## src/rtl/csa_mw_add_ctrl_pkg.sv

```systemverilog
// Shared types and helpers for the multi-word add/subtract sequencer.
// Byte-serial operation over one 8-bit carry-select slice.
package csa_mw_pkg;

  typedef enum logic [1:0] {
    IDLE,
    RUN,
    DONE
  } state_t;

  localparam int BYTE_W = 8;

  // Byte counter width; never narrower than one bit so single-byte builds still elaborate.
  function automatic int cntWidth(input int nbyte);
    return (nbyte < 2) ? 1 : $clog2(nbyte);
  endfunction

endpackage

```

## src/rtl/csa_mw_add_ctrl_if.sv

```systemverilog
// Requester and result handshake bundle for csa_mw_add_ctrl.
// The master side is the requesters plus the result consumer.
interface csa_mw_add_ctrl_if #(
  parameter int W = 32
);

  logic         req0_valid;
  logic         req0_ready;
  logic [W-1:0] req0_a;
  logic [W-1:0] req0_b;
  logic         req0_sub;

  logic         req1_valid;
  logic         req1_ready;
  logic [W-1:0] req1_a;
  logic [W-1:0] req1_b;
  logic         req1_sub;

  logic         res_valid;
  logic         res_ready;
  logic [W-1:0] res_sum;
  logic         res_cout;
  logic         res_ovf;
  logic         res_id;

  modport master (
    output req0_valid, req0_a, req0_b, req0_sub,
    output req1_valid, req1_a, req1_b, req1_sub,
    output res_ready,
    input  req0_ready, req1_ready,
    input  res_valid, res_sum, res_cout, res_ovf, res_id
  );

  modport slave (
    input  req0_valid, req0_a, req0_b, req0_sub,
    input  req1_valid, req1_a, req1_b, req1_sub,
    input  res_ready,
    output req0_ready, req1_ready,
    output res_valid, res_sum, res_cout, res_ovf, res_id
  );

endinterface

```

## src/rtl/csa_8b.sv

```systemverilog
// 8-bit carry-select adder slice: low nibble ripples, high nibble is
// precomputed for both carries and selected by the low-nibble carry.
module csa_8b (
  input  logic [7:0] a_i,
  input  logic [7:0] b_i,
  input  logic       cin_i,
  output logic [7:0] sum_o,
  output logic       cout_o
);

  logic [4:0] loSum;
  logic [4:0] hiSum0;
  logic [4:0] hiSum1;

  assign loSum  = {1'b0, a_i[3:0]} + {1'b0, b_i[3:0]} + {4'b0000, cin_i};
  assign hiSum0 = {1'b0, a_i[7:4]} + {1'b0, b_i[7:4]};
  assign hiSum1 = {1'b0, a_i[7:4]} + {1'b0, b_i[7:4]} + 5'd1;

  assign sum_o  = {(loSum[4] ? hiSum1[3:0] : hiSum0[3:0]), loSum[3:0]};
  assign cout_o = loSum[4] ? hiSum1[4] : hiSum0[4];

endmodule

```

## src/rtl/csa_mw_add_ctrl_rr_arb2.sv

```systemverilog
// Two-way round-robin grant: on a tie the requester that did not win last time goes.
module rr_arb2
  import csa_mw_pkg::*;
(
  input  logic [1:0] valid_i,
  input  logic       lastGrant_i,
  input  logic       enable_i,
  output logic [1:0] grant_o,
  output logic       winnerId_o
);

  always_comb begin
    grant_o    = 2'b00;
    winnerId_o = 1'b0;
    if (enable_i) begin
      if (valid_i == 2'b11) begin
        winnerId_o = ~lastGrant_i;
        grant_o    = lastGrant_i ? 2'b01 : 2'b10;
      end else if (valid_i[0]) begin
        winnerId_o = 1'b0;
        grant_o    = 2'b01;
      end else if (valid_i[1]) begin
        winnerId_o = 1'b1;
        grant_o    = 2'b10;
      end
    end
  end

endmodule

```

## src/rtl/csa_mw_add_ctrl.sv

```systemverilog
// Multi-word add/subtract sequencer: arbitrates two requesters and runs the
// accepted operation through one 8-bit slice, LSB byte first.
module csa_mw_add_ctrl
  import csa_mw_pkg::*;
#(
  parameter int W = 32
) (
  input  logic               clk,
  input  logic               rst,
  csa_mw_add_ctrl_if.slave   bus
);

  localparam int NBYTE = W / BYTE_W;
  localparam int CNT_W = cntWidth(NBYTE);

  state_t             state_q;
  logic [W-1:0]       a_q;
  logic [W-1:0]       bEff_q;
  logic [W-1:0]       accum_q;
  logic               carry_q;
  logic [CNT_W-1:0]   k_q;
  logic               id_q;
  logic               lastGrant_q;

  logic               resValid_q;
  logic [W-1:0]       resSum_q;
  logic               resCout_q;
  logic               resOvf_q;
  logic               resId_q;

  logic [1:0]         grant;
  logic               winnerId;
  logic               accept;

  logic [W-1:0]       selA;
  logic [W-1:0]       selB;
  logic               selSub;

  logic [BYTE_W-1:0]  sliceA;
  logic [BYTE_W-1:0]  sliceB;
  logic [BYTE_W-1:0]  sliceSum;
  logic               sliceCout;
  logic [W-1:0]       word_d;
  logic               lastByte;

  rr_arb2 u_arb (
    .valid_i     ({bus.req1_valid, bus.req0_valid}),
    .lastGrant_i (lastGrant_q),
    .enable_i    (state_q == IDLE),
    .grant_o     (grant),
    .winnerId_o  (winnerId)
  );

  assign accept         = |grant;
  assign bus.req0_ready = grant[0];
  assign bus.req1_ready = grant[1];

  always_comb begin
    selA   = winnerId ? bus.req1_a   : bus.req0_a;
    selB   = winnerId ? bus.req1_b   : bus.req0_b;
    selSub = winnerId ? bus.req1_sub : bus.req0_sub;
  end

  // Current byte lane and the accumulated word with this cycle's slice result merged in.
  always_comb begin
    sliceA   = a_q[int'(k_q)*BYTE_W +: BYTE_W];
    sliceB   = bEff_q[int'(k_q)*BYTE_W +: BYTE_W];
    word_d   = accum_q;
    word_d[int'(k_q)*BYTE_W +: BYTE_W] = sliceSum;
    lastByte = (k_q == CNT_W'(NBYTE - 1));
  end

  csa_8b u_slice (
    .a_i    (sliceA),
    .b_i    (sliceB),
    .cin_i  (carry_q),
    .sum_o  (sliceSum),
    .cout_o (sliceCout)
  );

  always_ff @(posedge clk) begin
    if (rst) begin
      state_q     <= IDLE;
      a_q         <= '0;
      bEff_q      <= '0;
      accum_q     <= '0;
      carry_q     <= 1'b0;
      k_q         <= '0;
      id_q        <= 1'b0;
      lastGrant_q <= 1'b1;
      resValid_q  <= 1'b0;
      resSum_q    <= '0;
      resCout_q   <= 1'b0;
      resOvf_q    <= 1'b0;
      resId_q     <= 1'b0;
    end else begin
      unique case (state_q)
        IDLE: begin
          if (accept) begin
            a_q         <= selA;
            bEff_q      <= selSub ? ~selB : selB;
            carry_q     <= selSub;
            id_q        <= winnerId;
            lastGrant_q <= winnerId;
            k_q         <= '0;
            state_q     <= RUN;
          end
        end
        RUN: begin
          accum_q <= word_d;
          carry_q <= sliceCout;
          if (lastByte) begin
            k_q        <= '0;
            state_q    <= DONE;
            resValid_q <= 1'b1;
            resSum_q   <= word_d;
            resCout_q  <= sliceCout;
            resOvf_q   <= (a_q[W-1] == bEff_q[W-1]) && (word_d[W-1] != a_q[W-1]);
            resId_q    <= id_q;
          end else begin
            k_q <= k_q + CNT_W'(1);
          end
        end
        DONE: begin
          if (bus.res_ready) begin
            resValid_q <= 1'b0;
            state_q    <= IDLE;
          end
        end
        default: state_q <= IDLE;
      endcase
    end
  end

  assign bus.res_valid = resValid_q;
  assign bus.res_sum   = resSum_q;
  assign bus.res_cout  = resCout_q;
  assign bus.res_ovf   = resOvf_q;
  assign bus.res_id    = resId_q;

endmodule

```

## src/flat_wrapper.sv

```systemverilog
// flat-port wrapper written by rule: the top's interface ports become plain ports
module csa_mw_add_ctrl_flat import csa_mw_pkg::*;
#(
  parameter int W = 32
)
  (clk, rst, bus_req0_valid, bus_req0_a, bus_req0_b, bus_req0_sub, bus_req1_valid, bus_req1_a, bus_req1_b, bus_req1_sub, bus_res_ready, bus_req0_ready, bus_req1_ready, bus_res_valid, bus_res_sum, bus_res_cout, bus_res_ovf, bus_res_id);
  csa_mw_add_ctrl_if #(.W(W)) bus_i ();
  input  logic clk;
  input  logic rst;
  input wire logic [$bits(bus_i.req0_valid)-1:0] bus_req0_valid;
  input wire logic [$bits(bus_i.req0_a)-1:0] bus_req0_a;
  input wire logic [$bits(bus_i.req0_b)-1:0] bus_req0_b;
  input wire logic [$bits(bus_i.req0_sub)-1:0] bus_req0_sub;
  input wire logic [$bits(bus_i.req1_valid)-1:0] bus_req1_valid;
  input wire logic [$bits(bus_i.req1_a)-1:0] bus_req1_a;
  input wire logic [$bits(bus_i.req1_b)-1:0] bus_req1_b;
  input wire logic [$bits(bus_i.req1_sub)-1:0] bus_req1_sub;
  input wire logic [$bits(bus_i.res_ready)-1:0] bus_res_ready;
  output wire logic [$bits(bus_i.req0_ready)-1:0] bus_req0_ready;
  output wire logic [$bits(bus_i.req1_ready)-1:0] bus_req1_ready;
  output wire logic [$bits(bus_i.res_valid)-1:0] bus_res_valid;
  output wire logic [$bits(bus_i.res_sum)-1:0] bus_res_sum;
  output wire logic [$bits(bus_i.res_cout)-1:0] bus_res_cout;
  output wire logic [$bits(bus_i.res_ovf)-1:0] bus_res_ovf;
  output wire logic [$bits(bus_i.res_id)-1:0] bus_res_id;
  assign bus_i.req0_valid = bus_req0_valid;
  assign bus_i.req0_a = bus_req0_a;
  assign bus_i.req0_b = bus_req0_b;
  assign bus_i.req0_sub = bus_req0_sub;
  assign bus_i.req1_valid = bus_req1_valid;
  assign bus_i.req1_a = bus_req1_a;
  assign bus_i.req1_b = bus_req1_b;
  assign bus_i.req1_sub = bus_req1_sub;
  assign bus_i.res_ready = bus_res_ready;
  assign bus_req0_ready = bus_i.req0_ready;
  assign bus_req1_ready = bus_i.req1_ready;
  assign bus_res_valid = bus_i.res_valid;
  assign bus_res_sum = bus_i.res_sum;
  assign bus_res_cout = bus_i.res_cout;
  assign bus_res_ovf = bus_i.res_ovf;
  assign bus_res_id = bus_i.res_id;
  csa_mw_add_ctrl #(.W(W)) u_core (.clk(clk), .rst(rst), .bus(bus_i));
endmodule
```

## config.mk

```make
export PLATFORM = sky130hd
export DESIGN_NAME = csa_mw_add_ctrl_flat
export DESIGN_NICKNAME = d
export VERILOG_FILES = /design/src/rtl/csa_mw_add_ctrl_pkg.sv /design/src/rtl/csa_mw_add_ctrl_if.sv /design/src/rtl/csa_8b.sv /design/src/rtl/csa_mw_add_ctrl_rr_arb2.sv /design/src/rtl/csa_mw_add_ctrl.sv /design/src/flat_wrapper.sv
export SDC_FILE = /design/constraint.sdc
export NUM_CORES = 1
export LEC_CHECK = 0
export ABC_AREA = 0
export ABC_CLOCK_PERIOD_IN_PS = 6100
export BUFFER_PORTS_ARGS = -buffer_cell sky130_fd_sc_hd__buf_2
export CAP_MARGIN = 10
export CORE_ASPECT_RATIO = 1.2
export CORE_UTILIZATION = 38
export CTS_CLUSTER_DIAMETER = 80
export DETAILED_ROUTE_END_ITERATION = 7
export PLACE_DENSITY = 0.7
export SYNTH_ARGS = -nofsm -noshare
export SYNTH_HDL_FRONTEND = slang
export SYNTH_HIERARCHICAL = 1
export SYNTH_SLANG_ARGS = --single-unit
```

## constraint.sdc

```tcl
create_clock -name clk -period 6.1 [get_ports clk]
set_clock_uncertainty 0.1 [all_clocks]
set_input_delay 1.83 -clock clk [delete_from_list [all_inputs] [get_ports clk]]
set_output_delay 1.83 -clock clk [all_outputs]
set_load 0.005 [all_outputs]
```

Yosys cells after proc, flatten, opt, wreduce, memory -nomap -nowiden --
Cells that the tools add are included.
Storage, ports and cells: register bits 139, input bits 135, output and inout port bits 38, logic and storage cells 72
Operators by class: add/subtract/negate cells 6, equal/unequal tests 9, shift-type cells 4, mux-type cells 28, bitwise logic cells 2, reductions and logical operators 10
Operators with widths (number):
- $mux W32 | 3
- $shiftx A32 B6 Y8 | 2
- $neg A5 Y33 | 1
- $shift A8 B33 Y32 const A | 1
- $shiftx A8 B33 Y32 | 1
- $bwmux W32 | 1
- $not A32 Y32 | 1
- $mux W2 | 10
- $add A4 B4 Y5 | 2
- $mux W1 | 9
- $eq A2 B2 Y1 const B | 3
- $pmux W2 S3 | 1
- $reduce_and A2 Y1 | 3
- $reduce_and A3 Y1 | 2
- $add A5 B1 Y5 | 1
- $add A5 B1 Y5 const B | 1
- $mux W4 | 1
- $ne A2 B1 Y1 const B | 2
- $pmux W1 S2 | 2
- $pmux W2 S2 | 1
- $reduce_bool A2 Y1 | 2
- $add A2 B1 Y2 const B | 1
- $eq A2 B1 Y1 const B | 1
- $logic_not A2 Y1 | 1
- other kinds (6) | 6

Depth between registers and ports, before layout --
Gate-level depths: netlist (run 1).
word-level depth 8, depth in mapped cells 13

Modules after synthesis --
The synthesis (run 1) kept the hierarchy.
Modules (own cells, without submodules):
- csa_mw_add_ctrl | instances 1, cells an instance 692, area an instance 7081.8 um^2, sequential area each 2782.7 um^2
- csa_8b | instances 1, cells an instance 47, area an instance 381.6 um^2, sequential area each 0.0 um^2
- rr_arb2 | instances 1, cells an instance 6, area an instance 28.8 um^2, sequential area each 0.0 um^2

Worst setup path after synthesis (run 1) --
Ideal clock, no wire load.
path kind in2out, from in bus_req1_valid, to out bus_req1_ready, data arrival time 2184 ps, path slack 1986 ps, cell stages on the path 3, path buffers 1, path through nand2_1 -> a21oi_1 -> buf_4
Between the ends: word-level cells in the longest chain between the ends 4, elaborated cells between the ends (all ways) 5
Ends and longest elaborated chain:
- from (decl) | RTL line flat_wrapper.sv:14 | input wire logic [$bits(bus_i.req1_valid)-1:0] bus_req1_valid;
- $mux W2 | RTL line csa_mw_add_ctrl_rr_arb2.sv:22 | end else if (valid_i[1]) begin
- $mux W2 | RTL line csa_mw_add_ctrl_rr_arb2.sv:19 | end else if (valid_i[0]) begin
- $mux W2 (*) | RTL line csa_mw_add_ctrl_rr_arb2.sv:16 | if (valid_i == 2'b11) begin
- $mux W2 (*) | RTL line csa_mw_add_ctrl_rr_arb2.sv:15 | if (enable_i) begin
- to (decl) | RTL line flat_wrapper.sv:20 | output wire logic [$bits(bus_i.req1_ready)-1:0] bus_req1_ready;
Mark *: on every way between the ends. The rest lies on a longest branch, timed or not.

Worst setup path after layout (run 1) --
Same ends and word-level chain as after synthesis.

==> results_dict.tcl, run 1 <==
set metrics [dict create \
    outcome "finished clean" \
    period_minus_slack_ps 4320 \
    cap_violations 0 \
    row_count 55 \
    clockBufferDepth 2 \
    grt_usage 0.197 \
    route.detailed.drc 0 \
    clkLatencyLatePin_ps 430 \
    ant_nets 0 \
    overflow 0 \
    post_drt_wl_per_cell_um 16.8 \
    ios 173 \
    antenna_found_initial 0 \
    hold_violations 0 \
    synth_fp_nets 897 \
    ys_seq_area_frac 0.371 \
    timing.fmax_mhz 231 \
    power.density_nw_per_um2 315 \
    maxSlewViolCount 0 \
    synth-async-reset-ratio 0 \
    p_int_mw 1.95 \
    synth_ff_type "dfxtp_1" \
    initial_utilization 0.393 \
    min_path_type "register to register" \
    path_clk_slew_ps 60 \
    swShare 0.312 \
    critPathKind "input pin to primary output" \
    diodes 0 \
    core-area_um2 19100 \
    timing.final.crit_share 0.709 \
    instances_no_fill 1141 \
    cp-startpoint "bus_req1_valid" \
    io_buffers 172 \
    critPathLaunchType "input pin" \
    ir_worst_vdd_mv 0.220 \
    tightest_slew_ps 1130 \
    gp_congestion 0.823 \
    syn_inst 745 \
    endpoint_kind "primary output" \
    die_y_um 156 \
    grt_pass1_vias 6018 \
    syn_area_um2 7490 \
    die_w_um 130 \
    crit_arrival_ps 2390 \
    drive_gt1_frac 0.345 \
    area_growth_pct 20.4 \
    drt-initial-drc-count 448 \
    ys_seq_elements 139 \
    p_seq_frac 0.367 \
    p_switching_mw 0.887 \
    crit_fanout 6 \
    grt_first_pass_wirelength_mm 30.9 \
    numCtsBuffers 17 \
    layout.nets 1024 \
    postCtsSetupRepairBufs 0 \
    slew_headroom 0.233 \
    min_from "u_core/id_q$_SDFFE_PP0P_" \
    syn_area_per_cell_um2 10.1 \
    tns_ps 0 \
    vias_per_cell 5.50 \
    die_area_um2 20300 \
    drtPass1Iterations 5 \
    clkSinkCount 139 \
    required_ps 4170 \
    synth.distinct_cells 50 \
    combPwrFrac 0.252 \
    grt_max_degree 97 \
    rr_startpoint "u_core/k_q[0]$_SDFFE_PP0P_" \
    cts-hold-fix-buffers 0 \
    htreeDepth 4 \
    synth_edf_count 0 \
    cts_tree "built" \
    clkPwrFrac 0.380 \
    finalSetupViolCount 0 \
    rsz0062_at_grt "no" \
    power.leakage_nw 3.48 \
    wirelength_mm 19.2 \
    post_cts_resized 0 \
    clock-root-buffer "clkbuf_16" \
    dp_hpwl_mm 12.9 \
    yosysWarnings 6 \
    num_vias 6271 \
    dp.cells 1109 \
]
==> worst paths after layout <==
check,end,slack [ps],cells after the start
min,u_core/bus.res_id$_SDFFE_PP0P_,350,2
min reg2reg,u_core/bus.res_id$_SDFFE_PP0P_,350,2
max,bus_req1_ready,1780,4
max reg2reg,u_core/accum_q[31]$_SDFFE_PP0N_,1890,11
==> synthesized netlist by cell type (all sizes together), types with 5 or more instances <==
cell type / number / share of area
dfxtp: 139 / 0.37
a21oi: 78 / 0.052
nor2: 74 / 0.038
mux2i: 67 / 0.091
a211oi: 66 / 0.11
buf: 44 / 0.038
xnor2: 36 / 0.042
clkbuf: 34 / 0.017
a221oi: 31 / 0.036
a32oi: 31 / 0.036
nor3: 31 / 0.021
inv: 18 / 0.0090
mux4: 16 / 0.048
ha: 14 / 0.023
nand2: 10 / 0.0050
nand3b: 7 / 0.0070
o211ai: 5 / 0.0050
==> power groups by stage <==
stage	combinational (mW)	clock [mW]	sequential, mW
after floorplan	0.563	0	1.03
after global placement	0.699	0	1.06
after detailed placement	0.710	0	1.06
after CTS	0.714	1.10	1.04
after global routing	0.775	1.14	1.05
final	0.717	1.08	1.04
==> per-stage QoR <==
stage               setup slack, ps  utilization  power (mW)  hold slack (ps)  cell area (µm²)
global route                   1730        0.473        2.97              366             9020
CTS                            1770        0.473        2.86              352             9020
finish                         1780        0.473        2.84              348             9020
detailed placement             1770        0.441        1.77              343             8400
global placement               1810        0.441        1.76              344             8400
floorplan                      1990            -        1.60              328             7490
==> kinds of logic (layout without fill, tap and decap cells) <==
kind of cell,Yosys count,after routing,share of synthesized area
DFF,139,139,0.371
buffers and inverters,96,236,0.0641
and+or+nand+nor,150,150,0.0994
xor gates and xnor gates,39,39,0.0466
adders and majority gates,17,17,0.0314
AOI/OAI and AO/OA,220,220,0.246
muxes,84,84,0.141
==> registers in the layout, summed over array words and instances, names as in the netlist <==
name	cells
u_core/accum_q	32
u_core/state_q	2
u_core/id_q	1
u_core/bus.res_id	1
u_core/k_q	2
u_core/carry_q	1
u_core/bus.res_ovf	1
u_core/a_q	32
u_core/bus.res_cout	1
u_core/bus.res_valid	1
u_core/bus.res_sum	32
u_core/lastGrant_q	1
u_core/bEff_q	32
==> worst max-delay path, cell delays in order <==
cell	delay [ps]
buf_2	100
nand2_1	80
a21oi_4	220
buf_2	160
==> layout by cell type (no fill, tap or decap), types with 2 or more instances in the layout <==
cell	synthesis	final
bufinv_16	0	3
or3_1	3	3
clkinvlp_4	0	3
nor4bb_1	3	2
a32oi_1	31	31
nand2_1	10	10
nand3_1	3	3
or2_1	3	2
clkbuf_1	34	2
a21oi_1	78	77
inv_1	17	17
clkbuf_16	0	17
nand3b_1	7	7
clkbuf_8	0	4
buf_2	24	171
xor2_1	2	2
mux2i_1	66	66
o21ai_0	2	2
buf_4	10	14
o211ai_1	5	5
a221oi_1	31	31
dfxtp_1	139	139
nor3_1	31	31
xnor2_1	36	36
nor2b_1	3	3
a211oi_2	62	62
nor2_1	73	73
a211oi_1	4	4
fa_1	3	3
and2_1	2	2
and3b_1	3	3
ha_1	14	14
mux4_2	16	16
nand2b_1	2	2
==> layout make-up <==
type / count / area [µm²]
well taps: 256 / 320
fillers: 1818 / 10000
multi-input cells: 510 / 4250
repair buffers: 186 / 981
inverters: 18 / 67.6
clock buffers: 23 / 488
clock inverters: 9 / 135
flip-flops and latches: 139 / 2780
==> routing by layer <==
metal	GRT usage	share of wire	up-vias
met5	0	0	-
met4	0.0914	0.028	0
met3	0.0346	0.044	35
met2	0.318	0.48	204
met1	0.252	0.45	2994
li1	-	-	3038
No activity file was read; power rests on OpenSTA's default activity.
==> run 2, diff against run 1 <==
Settings changed: ABC_AREA 0 to 1, ABC_CLOCK_PERIOD_IN_PS 6100 to 4300, PLACE_DENSITY 0.7 to 0.69.
Clock period 6.1 ns to 4.3 ns, I/O delays scaled along.
==> run 2 against run 1 <==
- area after synthesis grew 3.7%
- clock-buffer cell count is the same
- combinational power grew 88%
- synthesized cell count grew 61%
- cell count grew 40%
- critical path depth grew 16
- critical path type is now register to register
- highest routed layer unchanged
==> results_dict.tcl, run 2 <==
set metrics [dict create \
    synth_fp_nets 1354 \
    antenna_found_initial 0 \
    synth_top_area_cell "dfxtp_1" \
    critPathLaunchType "register" \
    clkSinkCount 139 \
    clkPwrFrac 0.365 \
    dp_hpwl_mm 13.8 \
    grt_usage 0.188 \
    synth.most_common_cell "inv_1" \
    worstReg2RegEnd "u_core/bus.res_ovf$_SDFFE_PP0P_" \
    cpMostUsedCell "nand2_1" \
    ant_nets 0 \
    fill_cells 2045 \
    syn_area_um2 7770 \
    synth_ff_type "dfxtp_1" \
    drive_gt1_frac 0.168 \
    initial_utilization 0.393 \
    diodes 0 \
    p_int_mw 3.05 \
    synth_edf_count 0 \
    crit_chain "inv_1 -> buf_4 -> nor2_1 -> o22ai_1 -> inv_1 -> fa_1 -> fa_1 -> inv_1 -> nand3_1 -> nand2_1 -> nand2_1 -> nor2_1 -> nand3_1 -> nand2_1 -> nand3_1 -> o21ai_0 -> nand2_1 -> nand3_1 -> nand2_1 -> inv_1" \
    instances_no_fill 1603 \
    cts-hold-fix-buffers 0 \
    post_cts_resized 0 \
    timing.fmax_mhz 278 \
    grt_first_pass_wirelength_mm 31.6 \
    clkLatencyLatePin_ps 420 \
    die_area_um2 21000 \
    synth.distinct_cells 29 \
    num_vias 7523 \
    p_switching_mw 1.50 \
    path_clk_slew_ps 60 \
    min_path_type "register to register" \
    post_drt_wl_per_cell_um 12.1 \
    final_cell_mix "inv_1, o21ai_0, nor2_1, buf_2, nand2_1" \
    synth_common_cells "inv_1, o21ai_0, nor2_1" \
    tns_ps 0 \
    area_growth_pct 21.5 \
    layout.nets 1481 \
    slew_headroom 0.364 \
    ios 173 \
    critPathKind "register to register" \
    hold_violations 0 \
    die_y_um 159 \
    htreeDepth 4 \
    syn_inst 1202 \
    drtPass1Iterations 5 \
    ys_seq_elements 139 \
    ir_worst_vdd_mv 0.285 \
    rr_startpoint "u_core/k_q[0]$_SDFFE_PP0P_" \
    final_common_cell "inv_1" \
    tightest_slew_ps 949 \
    route.detailed.drc 0 \
    vias_per_cell 4.69 \
    period_minus_slack_ps 3590 \
    whs_path_depth 2 \
    syn_area_per_cell_um2 6.46 \
    wirelength_mm 19.5 \
    die_w_um 133 \
    hold_end "u_core/bus.res_cout$_SDFFE_PP0P_" \
    endpoint_kind "register" \
    required_ps 4570 \
    row_count 56 \
    crit_arrival_ps 3870 \
    regToRegSetupSlack_ps 710 \
    cap_violations 0 \
    power_mw 4.56 \
    yosysWarnings 6 \
    gp_congestion 0.826 \
    finalSetupViolCount 0 \
    maxSlewViolCount 0 \
    critical_path.max_stage_delay_ps 440 \
    grt_pass1_vias 6615 \
    cts_tree "built" \
    pre_cts_slack_ps 746 \
    synthTopCellsByArea "dfxtp_1, o21ai_0, inv_1" \
    ys_seq_area_frac 0.358 \
    combPwrFrac 0.296 \
    crit_fanout 20 \
    clock-root-buffer "clkbuf_16" \
    clockBufferDepth 2 \
    rr_worst_depth 20 \
    power.leakage_nw 5.01 \
    setup_slack_ps 705 \
    core-area_um2 19800 \
    outcome "finished clean" \
    cp_slowest_cell "fa_1" \
    p_seq_frac 0.339 \
    postCtsSetupRepairBufs 0 \
    grt_max_degree 128 \
    io_buffers 172 \
    dp.cells 1570 \
    timing.final.crit_share 0.836 \
    rsz0062_at_grt "no" \
    drt-initial-drc-count 426 \
    swShare 0.329 \
    numCtsBuffers 17 \
    yosys.area.top_type_share 0.358 \
    overflow 0 \
    min_from "u_core/bus.res_cout$_SDFFE_PP0P_" \
    power.density_nw_per_um2 482 \
    synth-async-reset-ratio 0 \
]
[run 2: changes by cell type after synthesis, moves of 18 or more]
cell	delta
o21ai_0	+204
inv_1	+201
nand2_1	+162
nor2_1	+110
mux2i_1	-66
a211oi_2	-62
o22ai_1	+39
a21oi_1	-35
o21a_1	+32
a221oi_1	-31
a32oi_1	-31
nor3_1	-30
nand3_1	+18
[run 2: power by group through the flow]
stage               Clock [mW]  Combinational (mW)  Sequential (mW)
floorplan                    0                1.01             1.54
global placement             0                1.29             1.57
detailed placement           0                1.32             1.57
CTS                       1.69                1.33             1.55
global route              1.74                1.54             1.56
finish                    1.66                1.35             1.55
[run 2: per-layer routing]
metal | up-vias | share of wire | global-route usage
met1 | 3296 | 0.44 | 0.221
li1 | 4022 | - | -
met5 | - | 0 | 0
met3 | 23 | 0.037 | 0.0309
met4 | 0 | 0.019 | 0.0657
met2 | 182 | 0.51 | 0.344
[run 2: per-stage QoR]
step | instance area [µm²] | hold slack, ps | utilization
final | 9440 | 364 | 0.478
after global routing | 9440 | 392 | 0.478
after CTS | 9420 | 368 | 0.477
after detailed placement | 8740 | 360 | 0.442
after global placement | 8740 | 353 | 0.442
after floorplan | 7770 | 344 | -
[run 2: final cells by class]
type / instances / area, µm² / share of cell area
Sequential cell: 139 / 2780 / 0.295
Clock buffer: 23 / 498 / 0.0527
Tap cell: 261 / 327 / 0.0346
Clock inverter: 9 / 180 / 0.0191
Inverter: 221 / 832 / 0.0881
Multi-Input combinational cell: 765 / 3820 / 0.405
Timing Repair Buffer: 185 / 1000 / 0.106
[run 2: worst max path at each step]
stage                                                 end  slack, ps                       start  cells after the start
after detailed placement  u_core/bus.res_ovf$_SDFFE_PP0P_        750  u_core/k_q[0]$_SDFFE_PP0P_                     20
after global placement     u_core/bEff_q[15]$_SDFFE_PP0P_        870              bus_req1_valid                     10
after global routing      u_core/bus.res_ovf$_SDFFE_PP0P_        340  u_core/k_q[0]$_SDFFE_PP0P_                     20
final                     u_core/bus.res_ovf$_SDFFE_PP0P_        710  u_core/k_q[0]$_SDFFE_PP0P_                     20
after floorplan                            bus_req1_ready        990              bus_req1_valid                      3
after CTS                 u_core/bus.res_ovf$_SDFFE_PP0P_        730  u_core/k_q[0]$_SDFFE_PP0P_                     20
[run 2: worst max-delay path, delay by kind of cell (launching register included)]
family,cells,cell delay [ps]
and+or+nand+nor,11,970
adders and majority gates,2,870
buffers and inverters,5,860
AOI/OAI and AO/OA,2,450
DFF,1,310
[run 2: cell families (layout without fill, tap and decap cells)]
kind of cell             after synthesis  count (layout)  share of synthesized area
AO/OA/AOI/OAI                        333             333                      0.234
buffers and inverters                298             438                      0.152
flip-flops                           139             139                      0.358
adder cells (fa/ha/maj)               17              17                     0.0303
XOR/XNOR                              28              28                     0.0316
AND/OR/NAND/NOR                      387             387                      0.194
==> run 3, diff against run 2 <==
Settings changed: ABC_CLOCK_PERIOD_IN_PS 4300 to 3300, PLACE_DENSITY 0.69 to 0.72.
Clock period 4.3 ns to 3.3 ns, I/O delays scaled along.
==> run 3 against run 2 <==
- via count rose by 0.47%
- first-iteration DRC count grew 12%
- maximum frequency grew 18%
- critical path depth down 3
- die area stayed put
- routed wire length up 0.93%
- non-clock buffer count up 10
- largest cell class unchanged
- largest power group is now sequential cells
==> results_dict.tcl, run 3 (synthesis gave the netlist of run 2 again) <==
set metrics [dict create \
    rsz0062_at_grt "no" \
    core-area_um2 19800 \
    endpoint_kind "register" \
    post_drt_wl_per_cell_um 12.2 \
    antenna_found_initial 0 \
    postCtsSetupRepairBufs 0 \
    crit_fanout 15 \
    ir_worst_vdd_mv 0.368 \
    fill_cells 2050 \
    layout.nets 1491 \
    maxSlewViolCount 0 \
    crit_arrival_ps 3300 \
    place_area_um2 8850 \
    critical_path.max_stage_delay_ps 400 \
    timing.fmax_mhz 329 \
    area_growth_pct 21.8 \
    top_layer "met4" \
    clockBufferDepth 2 \
    final_common_cell "inv_1" \
    ant_nets 0 \
    grt_pass1_vias 6763 \
    final_cell_mix "inv_1, o21ai_0, nor2_1, buf_2, nand2_1" \
    power_mw 5.67 \
    period_minus_slack_ps 3040 \
    slew_headroom 0.286 \
    pre_cts_slack_ps 114 \
    row_count 56 \
    tns_ps 0 \
    critPathLaunchType "register" \
    cpMostUsedCell "inv_1" \
    hold_violations 0 \
    grt_usage 0.190 \
    initial_utilization 0.393 \
    clock-root-buffer "clkbuf_16" \
    cap_violations 0 \
    timing.final.crit_share 0.922 \
    overflow 0 \
    outcome "finished clean" \
    vias_per_cell 4.69 \
    wl_met3_um 817 \
    finalSetupViolCount 0 \
    wirelength_mm 19.6 \
    drt-initial-drc-count 478 \
    required_ps 3550 \
    numCtsBuffers 17 \
    dp_hpwl_mm 14.3 \
    power.density_nw_per_um2 599 \
    clkSinkCount 139 \
    ios 173 \
    cts-hold-fix-buffers 0 \
    final_core_utilization 0.479 \
    crit_chain "inv_2 -> buf_4 -> o21ai_0 -> o22ai_1 -> ha_1 -> fa_1 -> xor2_1 -> nand2_1 -> nor2_1 -> nand3_1 -> nand2_1 -> inv_1 -> nor2_1 -> inv_1 -> o22ai_2 -> o21bai_1 -> inv_1" \
    diodes 0 \
    clkLatencyLatePin_ps 410 \
    tightest_slew_ps 1070 \
    die_area_um2 21000 \
    min_path_type "register to register" \
    drtPass1Iterations 5 \
    power.leakage_nw 5.02 \
    htreeDepth 4 \
    die_w_um 133 \
    die_y_um 159 \
    cp_slowest_cell "fa_1" \
    gp_congestion 0.859 \
    path_clk_slew_ps 60 \
    wl_met2_mm 10.0 \
    drt-met1-wl_mm 8.47 \
    io_buffers 172 \
    critPathKind "register to register" \
    fin_area_um2 9470 \
    grt_max_degree 80 \
    post_cts_resized 0 \
    route.detailed.drc 0 \
    setup_slack_ps 257 \
    grt_first_pass_wirelength_mm 31.9 \
    cts_tree "built" \
    drive_gt1_frac 0.176 \
    num_vias 7558 \
]
-- run 3: cell count changes in the layout (fill, tap and decap cells not counted), moves of 3 or more --
cell | previous run | this run
clkbuf_8 | 5 | 1
o21ai_0 | 205 | 199
buf_12 | 2 | 5
clkinv_2 | 1 | 5
o21ai_1 | 8 | 13
buf_4 | 10 | 17
-- run 3: worst paths after layout --
check | start | slack (ps) | depth (start not counted) | endpoint
max | u_core/k_q[0]$_SDFFE_PP0P_ | 260 | 17 | u_core/bus.res_sum[23]$_SDFFE_PP0P_
min | u_core/bus.res_valid$_SDFFE_PP0P_ | 370 | 2 | u_core/bus.res_valid$_SDFFE_PP0P_
max reg2reg | u_core/k_q[0]$_SDFFE_PP0P_ | 260 | 17 | u_core/bus.res_sum[23]$_SDFFE_PP0P_
min reg2reg | u_core/bus.res_valid$_SDFFE_PP0P_ | 370 | 2 | u_core/bus.res_valid$_SDFFE_PP0P_
-- run 3: power breakdown --
group	total (mW)	internal [mW]	switching (mW)
Sequential	2.02	1.90	0.122
Clock	1.86	1.19	0.668
Combinational	1.79	0.664	1.13
Total	5.67	3.76	1.92
-- run 3: layout make-up --
cell class	count	area, µm²	area share
tap	261	327	0.0345
clock inverter	9	123	0.0130
multi-input combinational	765	3840	0.405
clock buffer	21	450	0.0476
sequential	139	2780	0.294
inverter	221	832	0.0879
timing repair buffer	195	1110	0.118
-- run 3: critical path, delay by kind of cell (launching register included) --
family                     cells  cell delay (ps)
and+or+nand+nor                5              530
xor gates and xnor gates       1              300
DFF                            1              390
AOI/OAI and AO/OA              4              510
adders and majority gates      2              640
buffers and inverters          5              540
-- run 3: metal layers --
metal | vias up | track usage
met3 | 16 | 0.0385
li1 | 4041 | -
met4 | 0 | 0.0668
met1 | 3325 | 0.218
met5 | - | 0
met2 | 176 | 0.351
-- run 3: stage by stage --
step	hold slack, ps	std cells
after floorplan	344	1202
after global placement	348	1580
after detailed placement	364	1580
after CTS	374	1610
after global routing	392	1611
final	372	1611
